<file path="src/rtl/graphics_pkg.sv">
// ---------------------------------------------------------------------------
// graphics_pkg
// Shared types and helpers for the graphics drawing pipeline.
//   pixel_t       : Avalon-ST pixel beat emitted by the drawing engines
//   fb_write_t    : one queued framebuffer write (byte address + color)
//   fb_pixel_addr : linear framebuffer byte address of pixel (x, y)
// ---------------------------------------------------------------------------
package graphics_pkg;

    // Pixel stream field widths
    localparam int unsigned X_WIDTH          = 12;
    localparam int unsigned Y_WIDTH          = 12;
    localparam int unsigned COLOR_DATA_WIDTH = 16;
    localparam int unsigned PAD_WIDTH        = 8;

    // Framebuffer defaults
    localparam int unsigned FB_H_RES           = 640;
    localparam int unsigned FB_V_RES           = 480;
    localparam int unsigned FB_BYTES_PER_PIXEL = 2;
    localparam int unsigned FB_ADDR_WIDTH      = 32;

    // One pixel beat; pad carries no information
    typedef struct packed {
        logic [PAD_WIDTH-1:0]        pad;
        logic [X_WIDTH-1:0]          x;
        logic [Y_WIDTH-1:0]          y;
        logic [COLOR_DATA_WIDTH-1:0] color;
    } pixel_t;

    localparam int unsigned ST_DATA_WIDTH = $bits(pixel_t);

    // One pending framebuffer write
    typedef struct packed {
        logic [FB_ADDR_WIDTH-1:0]    addr;
        logic [COLOR_DATA_WIDTH-1:0] color;
    } fb_write_t;

    // base + (y*h_res + x)*bpp, evaluated modulo 2^FB_ADDR_WIDTH
    function automatic logic [FB_ADDR_WIDTH-1:0] fb_pixel_addr(
        input logic [X_WIDTH-1:0]       x,
        input logic [Y_WIDTH-1:0]       y,
        input logic [FB_ADDR_WIDTH-1:0] base,
        input int unsigned              h_res,
        input int unsigned              bpp
    );
        logic [FB_ADDR_WIDTH-1:0] lin;
        lin = FB_ADDR_WIDTH'(y) * FB_ADDR_WIDTH'(h_res) + FB_ADDR_WIDTH'(x);
        return base + lin * FB_ADDR_WIDTH'(bpp);
    endfunction

endpackage

</file>
<file path="src/rtl/graphics_pixel_fifo.sv">
// ---------------------------------------------------------------------------
// graphics_pixel_fifo
// Synchronous show-ahead FIFO of fb_write_t framebuffer write commands.
//   clk, reset : clock, synchronous active-high reset (pointers/count only)
//   push/wdata : enqueue; accepted when not full, or when full with a pop
//   pop        : dequeue the head entry; ignored when empty
//   head       : current head entry (valid while !empty)
//   full/empty : status flags; count : number of stored entries
// DEPTH must be a power of two, >= 2.
// ---------------------------------------------------------------------------
module graphics_pixel_fifo
    import graphics_pkg::*;
#(
    parameter int unsigned DEPTH = 4
) (
    input  logic                   clk,
    input  logic                   reset,
    input  logic                   push,
    input  fb_write_t              wdata,
    input  logic                   pop,
    output fb_write_t              head,
    output logic                   full,
    output logic                   empty,
    output logic [$clog2(DEPTH):0] count
);

    localparam int unsigned PTR_W = $clog2(DEPTH);
    localparam int unsigned CNT_W = PTR_W + 1;

    fb_write_t          mem [DEPTH];
    logic [PTR_W-1:0]   wr_ptr;
    logic [PTR_W-1:0]   rd_ptr;
    logic               do_push;
    logic               do_pop;

    // Push while full is legal only when the head leaves in the same cycle
    assign do_pop  = pop && !empty;
    assign do_push = push && (!full || do_pop);

    assign full  = (count == CNT_W'(DEPTH));
    assign empty = (count == '0);
    assign head  = mem[rd_ptr];

    // Storage array: data only, no reset needed
    always_ff @(posedge clk) begin
        if (do_push) begin
            mem[wr_ptr] <= wdata;
        end
    end

    // Pointers and occupancy
    always_ff @(posedge clk) begin
        if (reset) begin
            wr_ptr <= '0;
            rd_ptr <= '0;
            count  <= '0;
        end else begin
            if (do_push) begin
                wr_ptr <= wr_ptr + PTR_W'(1);
            end
            if (do_pop) begin
                rd_ptr <= rd_ptr + PTR_W'(1);
            end
            case ({do_push, do_pop})
                2'b10:   count <= count + CNT_W'(1);
                2'b01:   count <= count - CNT_W'(1);
                default: count <= count;
            endcase
        end
    end

endmodule

</file>
<file path="src/rtl/graphics_pixel_writer.sv">
// ---------------------------------------------------------------------------
// graphics_pixel_writer
// Avalon-ST pixel sink that turns each (x, y, color) beat into one Avalon-MM
// write into a linear framebuffer. Off-screen pixels are dropped and counted.
//   clk, reset      : clock, synchronous active-high reset
//   st_valid/ready  : sink handshake; st_data carries a graphics_pkg::pixel_t
//   mm_address      : framebuffer byte address of the head write
//   mm_write        : write request (held with address/data while stalled)
//   mm_writedata    : zero-extended color
//   mm_byteenable   : all ones
//   mm_waitrequest  : slave stall
//   idle            : nothing held in S1, the FIFO, or being accepted now
//   clip_count      : saturating count of dropped pixels
// Pipeline: accept -> S1 (clip + address) -> command FIFO -> MM master.
// ---------------------------------------------------------------------------
module graphics_pixel_writer
    import graphics_pkg::*;
#(
    parameter int unsigned H_RES           = FB_H_RES,
    parameter int unsigned V_RES           = FB_V_RES,
    parameter logic [31:0] FB_BASE         = 32'h0,
    parameter int unsigned BYTES_PER_PIXEL = FB_BYTES_PER_PIXEL,
    parameter int unsigned MM_ADDR_WIDTH   = 32,
    parameter int unsigned FIFO_DEPTH      = 4
) (
    input  logic                         clk,
    input  logic                         reset,
    input  logic                         st_valid,
    output logic                         st_ready,
    input  logic [ST_DATA_WIDTH-1:0]     st_data,
    output logic [MM_ADDR_WIDTH-1:0]     mm_address,
    output logic                         mm_write,
    output logic [8*BYTES_PER_PIXEL-1:0] mm_writedata,
    output logic [BYTES_PER_PIXEL-1:0]   mm_byteenable,
    input  logic                         mm_waitrequest,
    output logic                         idle,
    output logic [15:0]                  clip_count
);

    localparam int unsigned MM_DATA_WIDTH = 8 * BYTES_PER_PIXEL;
    localparam int unsigned CNT_W         = $clog2(FIFO_DEPTH) + 1;
    localparam int unsigned OCC_W         = CNT_W + 1;

    pixel_t             px;
    logic               accept;
    logic               clip_c;
    logic [FB_ADDR_WIDTH-1:0] addr_c;

    logic               s1_valid;
    logic               s1_clip;
    fb_write_t          s1_wr;

    logic               fifo_push;
    logic               fifo_pop;
    fb_write_t          fifo_head;
    logic               fifo_full;
    logic               fifo_empty;
    logic [CNT_W-1:0]   fifo_count;
    logic [OCC_W-1:0]   occupancy;

    logic               unused_bits;

    assign px     = pixel_t'(st_data);
    assign accept = st_valid && st_ready;

    // Clip test and framebuffer address for the incoming beat
    assign clip_c = (32'(px.x) >= H_RES) || (32'(px.y) >= V_RES);
    assign addr_c = FB_ADDR_WIDTH'(MM_ADDR_WIDTH'(
                        fb_pixel_addr(px.x, px.y, FB_BASE, H_RES, BYTES_PER_PIXEL)));

    // S1: holds a beat for exactly one cycle, then drains into the FIFO
    always_ff @(posedge clk) begin
        if (reset) begin
            s1_valid <= 1'b0;
            s1_clip  <= 1'b0;
            s1_wr    <= '0;
        end else begin
            s1_valid <= accept;
            if (accept) begin
                s1_clip     <= clip_c;
                s1_wr.addr  <= addr_c;
                s1_wr.color <= px.color;
            end
        end
    end

    // Saturating drop counter
    always_ff @(posedge clk) begin
        if (reset) begin
            clip_count <= '0;
        end else if (s1_valid && s1_clip && (clip_count != 16'hFFFF)) begin
            clip_count <= clip_count + 16'd1;
        end
    end

    // S1 never stalls: ready only admits a beat when FIFO space is reserved for it
    assign fifo_push = s1_valid && !s1_clip;
    assign fifo_pop  = mm_write && !mm_waitrequest;

    graphics_pixel_fifo #(
        .DEPTH (FIFO_DEPTH)
    ) u_fifo (
        .clk   (clk),
        .reset (reset),
        .push  (fifo_push),
        .wdata (s1_wr),
        .pop   (fifo_pop),
        .head  (fifo_head),
        .full  (fifo_full),
        .empty (fifo_empty),
        .count (fifo_count)
    );

    // Ready depends only on registered occupancy, never on waitrequest
    assign occupancy = OCC_W'(fifo_count) + OCC_W'(s1_valid);
    assign st_ready  = !reset && (occupancy < OCC_W'(FIFO_DEPTH));

    // Master side driven straight from the FIFO head; zeros when nothing queued
    assign mm_write      = !fifo_empty;
    assign mm_address    = fifo_empty ? '0 : MM_ADDR_WIDTH'(fifo_head.addr);
    assign mm_writedata  = fifo_empty ? '0 : MM_DATA_WIDTH'(fifo_head.color);
    assign mm_byteenable = '1;

    assign idle = !s1_valid && fifo_empty && !accept;

    assign unused_bits = ^px.pad ^ fifo_full;

endmodule
</file>
<file path="config.mk">
export PLATFORM = sky130hd
export DESIGN_NAME = graphics_pixel_writer
export DESIGN_NICKNAME = d
export VERILOG_FILES = /design/src/rtl/graphics_pkg.sv /design/src/rtl/graphics_pixel_fifo.sv /design/src/rtl/graphics_pixel_writer.sv
export SDC_FILE = /design/constraint.sdc
export NUM_CORES = 1
export LEC_CHECK = 0
export CAP_MARGIN = 15
export CORE_ASPECT_RATIO = 2
export CORE_MARGIN = 4
export CORE_UTILIZATION = 55
export DETAILED_ROUTE_END_ITERATION = 12
export PLACE_DENSITY = 0.76
export SYNTH_ARGS = -nofsm -noshare
export SYNTH_HDL_FRONTEND = slang
export SYNTH_SLANG_ARGS = --single-unit
</file>
<file path="constraint.sdc">
create_clock -name clk -period 5.9 [get_ports clk]
set_clock_uncertainty 0.2 [all_clocks]
set_input_delay 1.18 -clock clk [delete_from_list [all_inputs] [get_ports clk]]
set_output_delay 1.18 -clock clk [all_outputs]
set_load 0.05 [all_outputs]
</file>
After elaboration in Yosys (flattened, before gate mapping)
Memories as Yosys holds them, arrays and structs flattened. A register that Yosys moved wholly into a read port is not among the register bits.
Cells that the tools add are included.
Storage, ports and cells
  output and inout port bits: 69
  flip-flop bits (word level): 72
  logic and storage cells: 52
  input port bits: 52
  memory bits (writable): 188
  memories: 1
Cells by class
  equal/unequal tests: 4
  multiplexer cells: 7
  magnitude comparators: 3
  reduce and logical (&&, ||, !) cells: 21
  $mul: 1
  add/sub/neg operators: 7
Memories
  u_fifo.mem: depth 4, bits a word 47, read ports 1, clocked after memory_dff 1, write ports 1, RTL line graphics_pixel_fifo.sv:30  | fb_write_t mem [DEPTH];
Operators by type and width (number)
  $mux W32: 1
  $add A22 B12 Y23: 1
  $add A16 B1 Y16 const B: 1
  $mux W16: 1
  $ne A16 B16 Y1 const B: 1
  $mul A12 B3 Y15 const B: 1
  $ge A12 B10 Y1 const B: 1
  $ge A12 B9 Y1 const B: 1
  $logic_and A1 B1 Y1: 10
  $logic_not A1 Y1: 7
  $pmux W3 S2: 1
  $add A2 B1 Y2 const B: 2
  $add A3 B1 Y4: 1
  $lt A4 B3 Y1 const B: 1
  $mux W2: 2
  $add A3 B1 Y3 const B: 1
  $eq A3 B3 Y1 const B: 1
  $logic_not A3 Y1: 1
  $sub A3 B1 Y3 const B: 1
  $eq A2 B1 Y1 const B: 1
  $eq A2 B2 Y1 const B: 1
  $logic_or A1 B1 Y1: 2
  $mux W1: 2
  $reduce_bool A2 Y1: 1

Logic depth before layout (Yosys ltp)
Gate-level depths: netlist of the first run.
  depth after elaboration: 8
  depth in mapped cells: 11
  depth with buffers taken out: 11

Hierarchy
Synthesis of the first run repeated with hierarchy kept, for this count alone.
Second synthesis, totals
  cells, all modules: 768
  area, all modules: 11157.0 um^2
Modules (own cells, without submodules)
  graphics_pixel_fifo: area an instance 7479.7 um^2, cells an instance 316, seq. area each 5945.7 um^2, times used 1
  graphics_pixel_writer: area an instance 3677.3 um^2, cells an instance 452, seq. area each 1141.1 um^2, times used 1

Worst setup path after synthesis of the first run
No wires, ideal clock.
  kind: input to output
  from: in reset
  to: out idle
  buffers on the path: 2
  data required time: 4.520 ns
  cell stages on the path: 6
  data arrival time: 3.511 ns
  setup slack: 1.009 ns
  cells stage by stage: a311oi_1 nand2_1 inv_1 buf_6 buf_6 nor3_1
Between the ends
  cells in the longest elaborated chain, start to end: 5
RTL lines
  from (decl): RTL line graphics_pixel_writer.sv:27  | input logic reset,
  $logic_not A1 Y1: RTL line graphics_pixel_writer.sv:116  | assign st_ready = !reset && (occupancy < OCC_W'(FIFO_DEPTH));
  $logic_and A1 B1 Y1: RTL line graphics_pixel_writer.sv:116
  $logic_and A1 B1 Y1: RTL line graphics_pixel_writer.sv:64  | assign accept = st_valid && st_ready;
  $logic_not A1 Y1: RTL line graphics_pixel_writer.sv:124  | assign idle = !s1_valid && fifo_empty && !accept;
  $logic_and A1 B1 Y1: RTL line graphics_pixel_writer.sv:124
  to (decl): RTL line graphics_pixel_writer.sv:36  | output logic idle,
Every way passes these cells.

Final worst setup path of the first run
  from: in st_data[17]
  to: reg s1_wr[36] (netlist bit)
Between the ends
  cells in the longest elaborated chain, start to end: 2
RTL lines
  from (decl): RTL line graphics_pixel_writer.sv:30  | input logic [ST_DATA_WIDTH-1:0] st_data,
  $mul A12 B3 Y15: RTL line graphics_pkg.sv:47  | lin = FB_ADDR_WIDTH'(y) * FB_ADDR_WIDTH'(h_res) + FB_ADDR_WIDTH'(x);
  $add A22 B12 Y23: RTL line graphics_pkg.sv:47
  to (decl): RTL line graphics_pixel_writer.sv:51  | fb_write_t s1_wr;
Every way passes these cells.
A chain may end at the register's enable or synchronous reset.

==> flow_summary.yaml, run 1 <==
setup_path:
  cp-end-kind: "register"
  worst_setup_path_start_kind: "input port"
  critical-path-top-cell-by-count: "sky130_fd_sc_hd__ha_1"
  cp.required_ns: 6.09
  critPathKind: "in -> reg"
  critical_path_arrival_ns: 4.67
  crit-reg2reg-launch: "s1_valid"
  setup.worst_path.start: "st_data[17]"
  crit_chain: "clkdlybuf4s50_1, ha_1, ha_1, fa_1, ha_1, o21a_1, o31ai_1, a2111oi_1, o211ai_1, nor2b_1, xnor2_1, a211oi_1"
  critical_path_peak_fanout: 3
  peak_per_stage_delay_on_the_critical_path_ns: 0.62
  cp_slowest_cell: "sky130_fd_sc_hd__a2111oi_1"
floorplanning:
  dieArea_mm2: 0.0199
  initial_core_util: 0.560
  die_x_um: 102
  pin_count: 121
  core_region_area_mm2: 0.0173
  placementRows: 68
  chipHeight_um: 196
placement:
  hpwl_after_detailed_placement_mm: 12.3
  io_buffers: 101
  detailedPlace.worstSlack_ns: 0.991
  gpl.final_weighted_congestion: 0.779
clocking:
  cts.repair_timing.setup_buffer_count: 0
  insertion_delay_ns: 0.48
  cts-buffers-inserted: 18
  cts_resized: 0
  clock_sink_count: 222
  cts_hold_buf: 0
  cts_tree: "yes"
  clock_path_buffers: 3
  clockRootBuffer: "sky130_fd_sc_hd__clkbuf_16"
  clk_transition_reported_paths_ns: 0.08
  cts.htree.levels: 1
timing:
  fmax_achieved_ghz: 0.223
  fin_ws_ns: 1.42
  maxSlewViolCount: 0
  max-slew-margin-rel: 0.262
  timing_worst_slew_pin_value_ns: 1.11
  final_report_hold_violation_count: 0
  setup_viol_count_final: 0
  min_period_ns: 4.48
  post-route-period-util: 0.759
  unrepaired_setup_endpoints_after_global_routing: "no"
  finalSetupTns_ns: 0
logic_synthesis:
  seq_area_frac_synth: 0.621
  yosys_warnings: 0
  synth-compound-area-share: 0.0722
  async_flop_share: 0
  synth.top_cells.by_area: "sky130_fd_sc_hd__edfxtp_1 (48%), sky130_fd_sc_hd__dfxtp_1 (14%), sky130_fd_sc_hd__mux4_2 (9.1%)"
  yosys-mux-area-fraction: 0.0918
  synth_top_family_by_area: "simple AND/OR/NAND/NOR gates"
  ys_ff_latch: 222
  synth_enable_flop_cells: 156
  synth_top_flop_cell: "sky130_fd_sc_hd__edfxtp_1"
  yosys.cell_count.top_type: "sky130_fd_sc_hd__edfxtp_1"
  synth_top_area_frac: 0.484
  synth-adder-area-share: 0.0450
  netlist-cell-type-count: 65
  synth_area_leader_cell: "sky130_fd_sc_hd__edfxtp_1"
  synthXorXnorAreaFrac: 0.0253
  synthesis.area_per_instance_um2: 13.6
  syn-cell-area_mm2: 0.00967
  post_synth_and_or_nand_nor_area_fraction: 0.112
  gate_count_after_technology_mapping: 709
  post_synth_most_frequent_cells: "sky130_fd_sc_hd__edfxtp_1 (156), sky130_fd_sc_hd__nand2_1 (67), sky130_fd_sc_hd__dfxtp_1 (66), sky130_fd_sc_hd__and2_1 (46), sky130_fd_sc_hd__nor2_1 (45)"
power:
  pwr_density_cell_mw_per_mm2: 420
  power.leakage_nw: 3.90
  power.ir.vdd_worst_uv: 218
worst_hold_path:
  holdCritPathClass: "reg -> reg"
  hold_start: "s1_wr[37]"
route:
  drt-initial-drc-count: 423
  detail_route.first_pass.iterations: 5
  wl_per_cell_um: 19.3
  total_drc_errors_in_the_routed_layout: 0
  via_count: 6012
  detail_route.wirelength_mm: 19.7
  postRouteAntennaNets: 0
  drt-vias-per-instance: 5.88
global_route:
  grt_overflow: 0
  grt_pass1_wl_mm: 32.1
  grt_start_max_net_pins: 65
  antenna_found_initial: 0
  via_count_of_the_first_global_routing_pass: 6477
  grt_use_total: 0.204
finish:
  num-nets-final: 885
  layout-drive-gt1-share: 0.112
  area_growth_pct: 17.9
  antennaDiodeCount: 0
run:
  max_cap_violations: 0
outcome:
  outcome: "finished, final reports clean"
[flip-flops by register name, indices dropped and copies added, names as in the netlist, named ones only]
name	cells
u_fifo.rd_ptr	2
u_fifo.wr_ptr	2
s1_wr	39
s1_valid	1
u_fifo.count	3
u_fifo.mem	156
clip_count	16
s1_clip	1
[worst max-delay path, delay by kind of cell]
kind                     cells  cell delay (ns)
buffers and inverters        1             0.47
XOR/XNOR                     1             0.08
AND/OR/NAND/NOR              1             0.21
AO/OA/AOI/OAI                5             1.40
adder cells (fa/ha/maj)      4             1.34
[stage by stage]
stage / hold WS [ns] / utilization / std cells / area, um^2 / total power, mW
after floorplan: 0.252 / - / 718 / 9710 / 3.07
after global placement: 0.259 / 0.625 / 990 / 10800 / 3.57
after detailed placement: 0.283 / 0.625 / 990 / 10800 / 3.60
after CTS: 0.301 / 0.660 / 1022 / 11400 / 4.83
after global routing: 0.321 / 0.660 / 1022 / 11400 / 5.00
final: 0.294 / 0.660 / 1022 / 11400 / 4.79
[path summary, 6_finish.rpt]
kind,to,slack [ns],depth (start not counted)
worst max register to register,u_fifo.mem[1][22],3.17,3
worst min register to register,u_fifo.mem[1][36],0.29,0
worst max-delay path,s1_wr[36],1.42,12
worst min-delay path,u_fifo.mem[1][36],0.29,0
[cell type report]
| cell class | instances | area (um^2) |
|---|---|---|
| tap | 210 | 263 |
| clock buffer | 20 | 489 |
| sequential | 222 | 6010 |
| multi-input combinational | 435 | 3400 |
| inverter | 17 | 63.8 |
| fill | 1261 | 5870 |
| clock inverter | 12 | 128 |
| timing repair buffer | 106 | 1050 |
[layout by cell type, fill, tap and decap left out, types with 3 or more instances in the layout]
cell type,instances
sky130_fd_sc_hd__nand2_1,67
sky130_fd_sc_hd__nand4_1,9
sky130_fd_sc_hd__nor2b_1,4
sky130_fd_sc_hd__a21o_1,6
sky130_fd_sc_hd__buf_4,5
sky130_fd_sc_hd__nor3_1,14
sky130_fd_sc_hd__clkbuf_16,19
sky130_fd_sc_hd__and3_1,4
sky130_fd_sc_hd__and2_1,42
sky130_fd_sc_hd__xnor2_1,17
sky130_fd_sc_hd__mux4_2,39
sky130_fd_sc_hd__o21ai_1,6
sky130_fd_sc_hd__and2_2,4
sky130_fd_sc_hd__dfxtp_1,64
sky130_fd_sc_hd__xor2_1,11
sky130_fd_sc_hd__nor2_1,45
sky130_fd_sc_hd__o21ai_0,8
sky130_fd_sc_hd__inv_1,17
sky130_fd_sc_hd__o21a_1,3
sky130_fd_sc_hd__conb_1,11
sky130_fd_sc_hd__edfxtp_1,156
sky130_fd_sc_hd__nand3_1,8
sky130_fd_sc_hd__or2_2,3
sky130_fd_sc_hd__clkdlybuf4s50_1,99
sky130_fd_sc_hd__a21oi_1,39
sky130_fd_sc_hd__a211oi_1,12
sky130_fd_sc_hd__ha_1,30
sky130_fd_sc_hd__or3_1,6
sky130_fd_sc_hd__a31oi_1,3
sky130_fd_sc_hd__clkinvlp_4,3
sky130_fd_sc_hd__fa_1,3
sky130_fd_sc_hd__clkinv_2,3
[cells by family (layout without fill, tap and decap cells)]
kind of cell               count (synthesis)  after routing
AOI/OAI and AO/OA                        103            103
xor gates and xnor gates                  28             28
adders and majority gates                 33             33
buffers and inverters                     61            155
DFF                                      222            222
muxes                                     40             40
other                                      2             11
and+or+nand+nor                          220            220
[metal layers]
metal | global-route usage | up-vias | wire, um
met5 | 0 | - | 0
met4 | 0.0774 | 0 | 694
met3 | 0.0204 | 56 | 767
met2 | 0.389 | 189 | 11100
met1 | 0.226 | 2977 | 7070
li1 | - | 2790 | -
[report_power, final]
group / switching (mW) / internal [mW] / total [mW]
logic: 1.06 / 0.630 / 1.69
clock network: 0.550 / 0.695 / 1.25
registers: 0.0730 / 1.78 / 1.85
Note: power is estimated with default switching activity, not from simulation.
==> inputs of run 2 (changes only) <==
--- a/config.mk
+++ b/config.mk
@@ -8,9 +8,9 @@
 export CAP_MARGIN = 15
 export CORE_ASPECT_RATIO = 2
 export CORE_MARGIN = 4
-export CORE_UTILIZATION = 55
+export CORE_UTILIZATION = 50
 export DETAILED_ROUTE_END_ITERATION = 12
-export PLACE_DENSITY = 0.76
+export PLACE_DENSITY = 0.73
 export SYNTH_ARGS = -nofsm -noshare
 export SYNTH_HDL_FRONTEND = slang
 export SYNTH_SLANG_ARGS = --single-unit
==> constraint.sdc (replaced) <==
create_clock -name clk -period 3.94 [get_ports clk]
set_clock_uncertainty 0.2 [all_clocks]
set_input_delay 0.788 -clock clk [delete_from_list [all_inputs] [get_ports clk]]
set_output_delay 0.788 -clock clk [all_outputs]
set_load 0.05 [all_outputs]
==> run 2 against run 1 <==
Effect of this change: register-to-register slack worse by 1.5 ns; cell count grew 8.7%; combinational power increased by 57%; total power is 52% higher; critical endpoint is now s1_wr[37]; setup slack worse by 1.3 ns.
==> flow_summary.yaml, run 2 (same netlist as run 1, synthesis figures left out) <==
outcome:
  outcome: "finished, final reports clean"
clocking:
  clockRootBuffer: "sky130_fd_sc_hd__clkbuf_16"
  clk_transition_reported_paths_ns: 0.06
  insertion_delay_ns: 0.48
  cts.htree.levels: 1
  clock_path_buffers: 3
  cts-buffers-inserted: 19
  clock_sink_count: 222
  cts_tree: "yes"
floorplanning:
  chipHeight_um: 205
  initial_core_util: 0.511
  core_region_area_mm2: 0.0189
  pin_count: 121
  die_x_um: 106
  dieArea_mm2: 0.0218
  placementRows: 71
route:
  postRouteAntennaNets: 0
  total_drc_errors_in_the_routed_layout: 0
  detail_route.wirelength_mm: 20.2
  via_count: 6102
  wl_per_cell_um: 18.2
  drt-initial-drc-count: 318
  detail_route.first_pass.iterations: 4
  drt-vias-per-instance: 5.49
power:
  power.ir.vdd_worst_uv: 317
  pwr_density_cell_mw_per_mm2: 614
  power.leakage_nw: 4.12
  fin_total_pwr_mw: 7.27
finish:
  finalCoreUtilization: 0.626
  number_of_flip_flops_in_the_largest_register: 156
  num-nets-final: 928
  registers_with_the_highest_flip_flop_counts: "u_fifo.mem (156), s1_wr (39), clip_count (16)"
  area_growth_pct: 22.4
  final.fill_count: 1436
  layout-drive-gt1-share: 0.155
  antennaDiodeCount: 0
  commonest_non_fill_non_tap_cells_in_the_layout: "sky130_fd_sc_hd__edfxtp_1 (156), sky130_fd_sc_hd__clkdlybuf4s50_1 (97), sky130_fd_sc_hd__nand2_1 (67)"
  registers.top_by_ff_count: "u_fifo.mem"
  final_common_cell: "sky130_fd_sc_hd__edfxtp_1"
  finalInstanceArea_mm2: 0.0118
setup_path:
  critical_path_arrival_ns: 3.96
  r2r.worst_path.cells: 7
  worst-r2r-setup-slack_ns: 1.63
  cp.required_ns: 4.11
  critical_path_peak_fanout: 3
  cp-end-kind: "register"
  worst_setup_path_start_kind: "input port"
  critPathKind: "in -> reg"
timing:
  min_period_ns: 3.79
  timing_worst_slew_pin_value_ns: 0.744
  unrepaired_setup_endpoints_after_global_routing: "no"
  maxSlewViolCount: 0
  post-route-period-util: 0.962
  max-slew-margin-rel: 0.504
  setup_viol_count_final: 0
  fin_ws_ns: 0.150
  fmax_achieved_ghz: 0.264
  final_report_hold_violation_count: 0
placement:
  hpwl_after_detailed_placement_mm: 13.7
  io_buffers: 101
  gpl.final_weighted_congestion: 0.790
  detailedPlace.worstSlack_ns: -0.386
  placedInstanceArea_mm2: 0.0112
global_route:
  grt_overflow: 0
  grt_use_total: 0.191
  antenna_found_initial: 0
  grt_start_max_net_pins: 65
  grt_pass1_wl_mm: 33.1
  via_count_of_the_first_global_routing_pass: 6617
run:
  max_cap_violations: 0
worst_hold_path:
  holdCritPathClass: "reg -> reg"
  holdPathStages: 2
==> run 2: cell types whose count changed in the layout (fill, tap and decap cells not counted), sizes merged <==
cell / previous run / this run
clkinvlp: 3 / 0
buf: 7 / 51
clkinv: 6 / 7
clkdlybuf4s50: 99 / 97
clkbuf: 20 / 23
inv: 18 / 19
==> run 2: metal layers <==
metal  track usage  share of wire
met1         0.199           0.35
met5             0              0
met3        0.0224          0.037
met2         0.382           0.58
met4        0.0648          0.025
==> run 2: power breakdown <==
| part | internal [mW] | switching [mW] | leakage, nW |
|---|---|---|---|
| Sequential | 2.67 | 0.102 | 1.99 |
| Combinational | 1.05 | 1.62 | 1.84 |
| Clock | 1.03 | 0.805 | 0.296 |
==> run 2: path summary, 6_finish.rpt <==
path	start	end
max	st_data[17]	s1_wr[37]
max reg2reg	clip_count[2]	clip_count[13]
min reg2reg	s1_wr[29]	s1_wr[29]
min	s1_wr[29]	s1_wr[29]
==> run 2: area by class of cell <==
class	count	area, um^2	area share
clock inverter	11	114	0.00962
sequential	222	6010	0.508
tap	255	319	0.0269
clock buffer	23	490	0.0414
multi-input combinational	435	3420	0.289
timing repair buffer	148	1430	0.120
inverter	17	63.8	0.00539
==> run 2: metrics by stage <==
stage          hold WS [ns]  instances  TNS [ns]
6_report              0.294       1111         0
5_1_grt               0.319       1111         0
4_1_cts               0.300       1111         0
3_5_place_dp          0.288       1077     -1.86
3_3_place_gp          0.262       1077     -1.29
2_1_floorplan         0.252        718         0
==> run 2: critical path, stage by stage <==
cell and delay, ns:
sky130_fd_sc_hd__clkdlybuf4s50_1 0.43, sky130_fd_sc_hd__ha_1 0.30, sky130_fd_sc_hd__ha_1 0.23, sky130_fd_sc_hd__fa_1 0.42, sky130_fd_sc_hd__a211oi_1 0.43, sky130_fd_sc_hd__o21ai_1 0.17
sky130_fd_sc_hd__o22a_1 0.22, sky130_fd_sc_hd__a2111oi_4 0.46, sky130_fd_sc_hd__nand4_1 0.18, sky130_fd_sc_hd__xnor2_1 0.16, sky130_fd_sc_hd__a21o_1 0.18
==> run 2: timing repair <==
item,in CTS,in global routing
gates resized for setup,0,2
setup endpoints to repair,0,4
hold buffers,0,0
buffers inserted,0,0
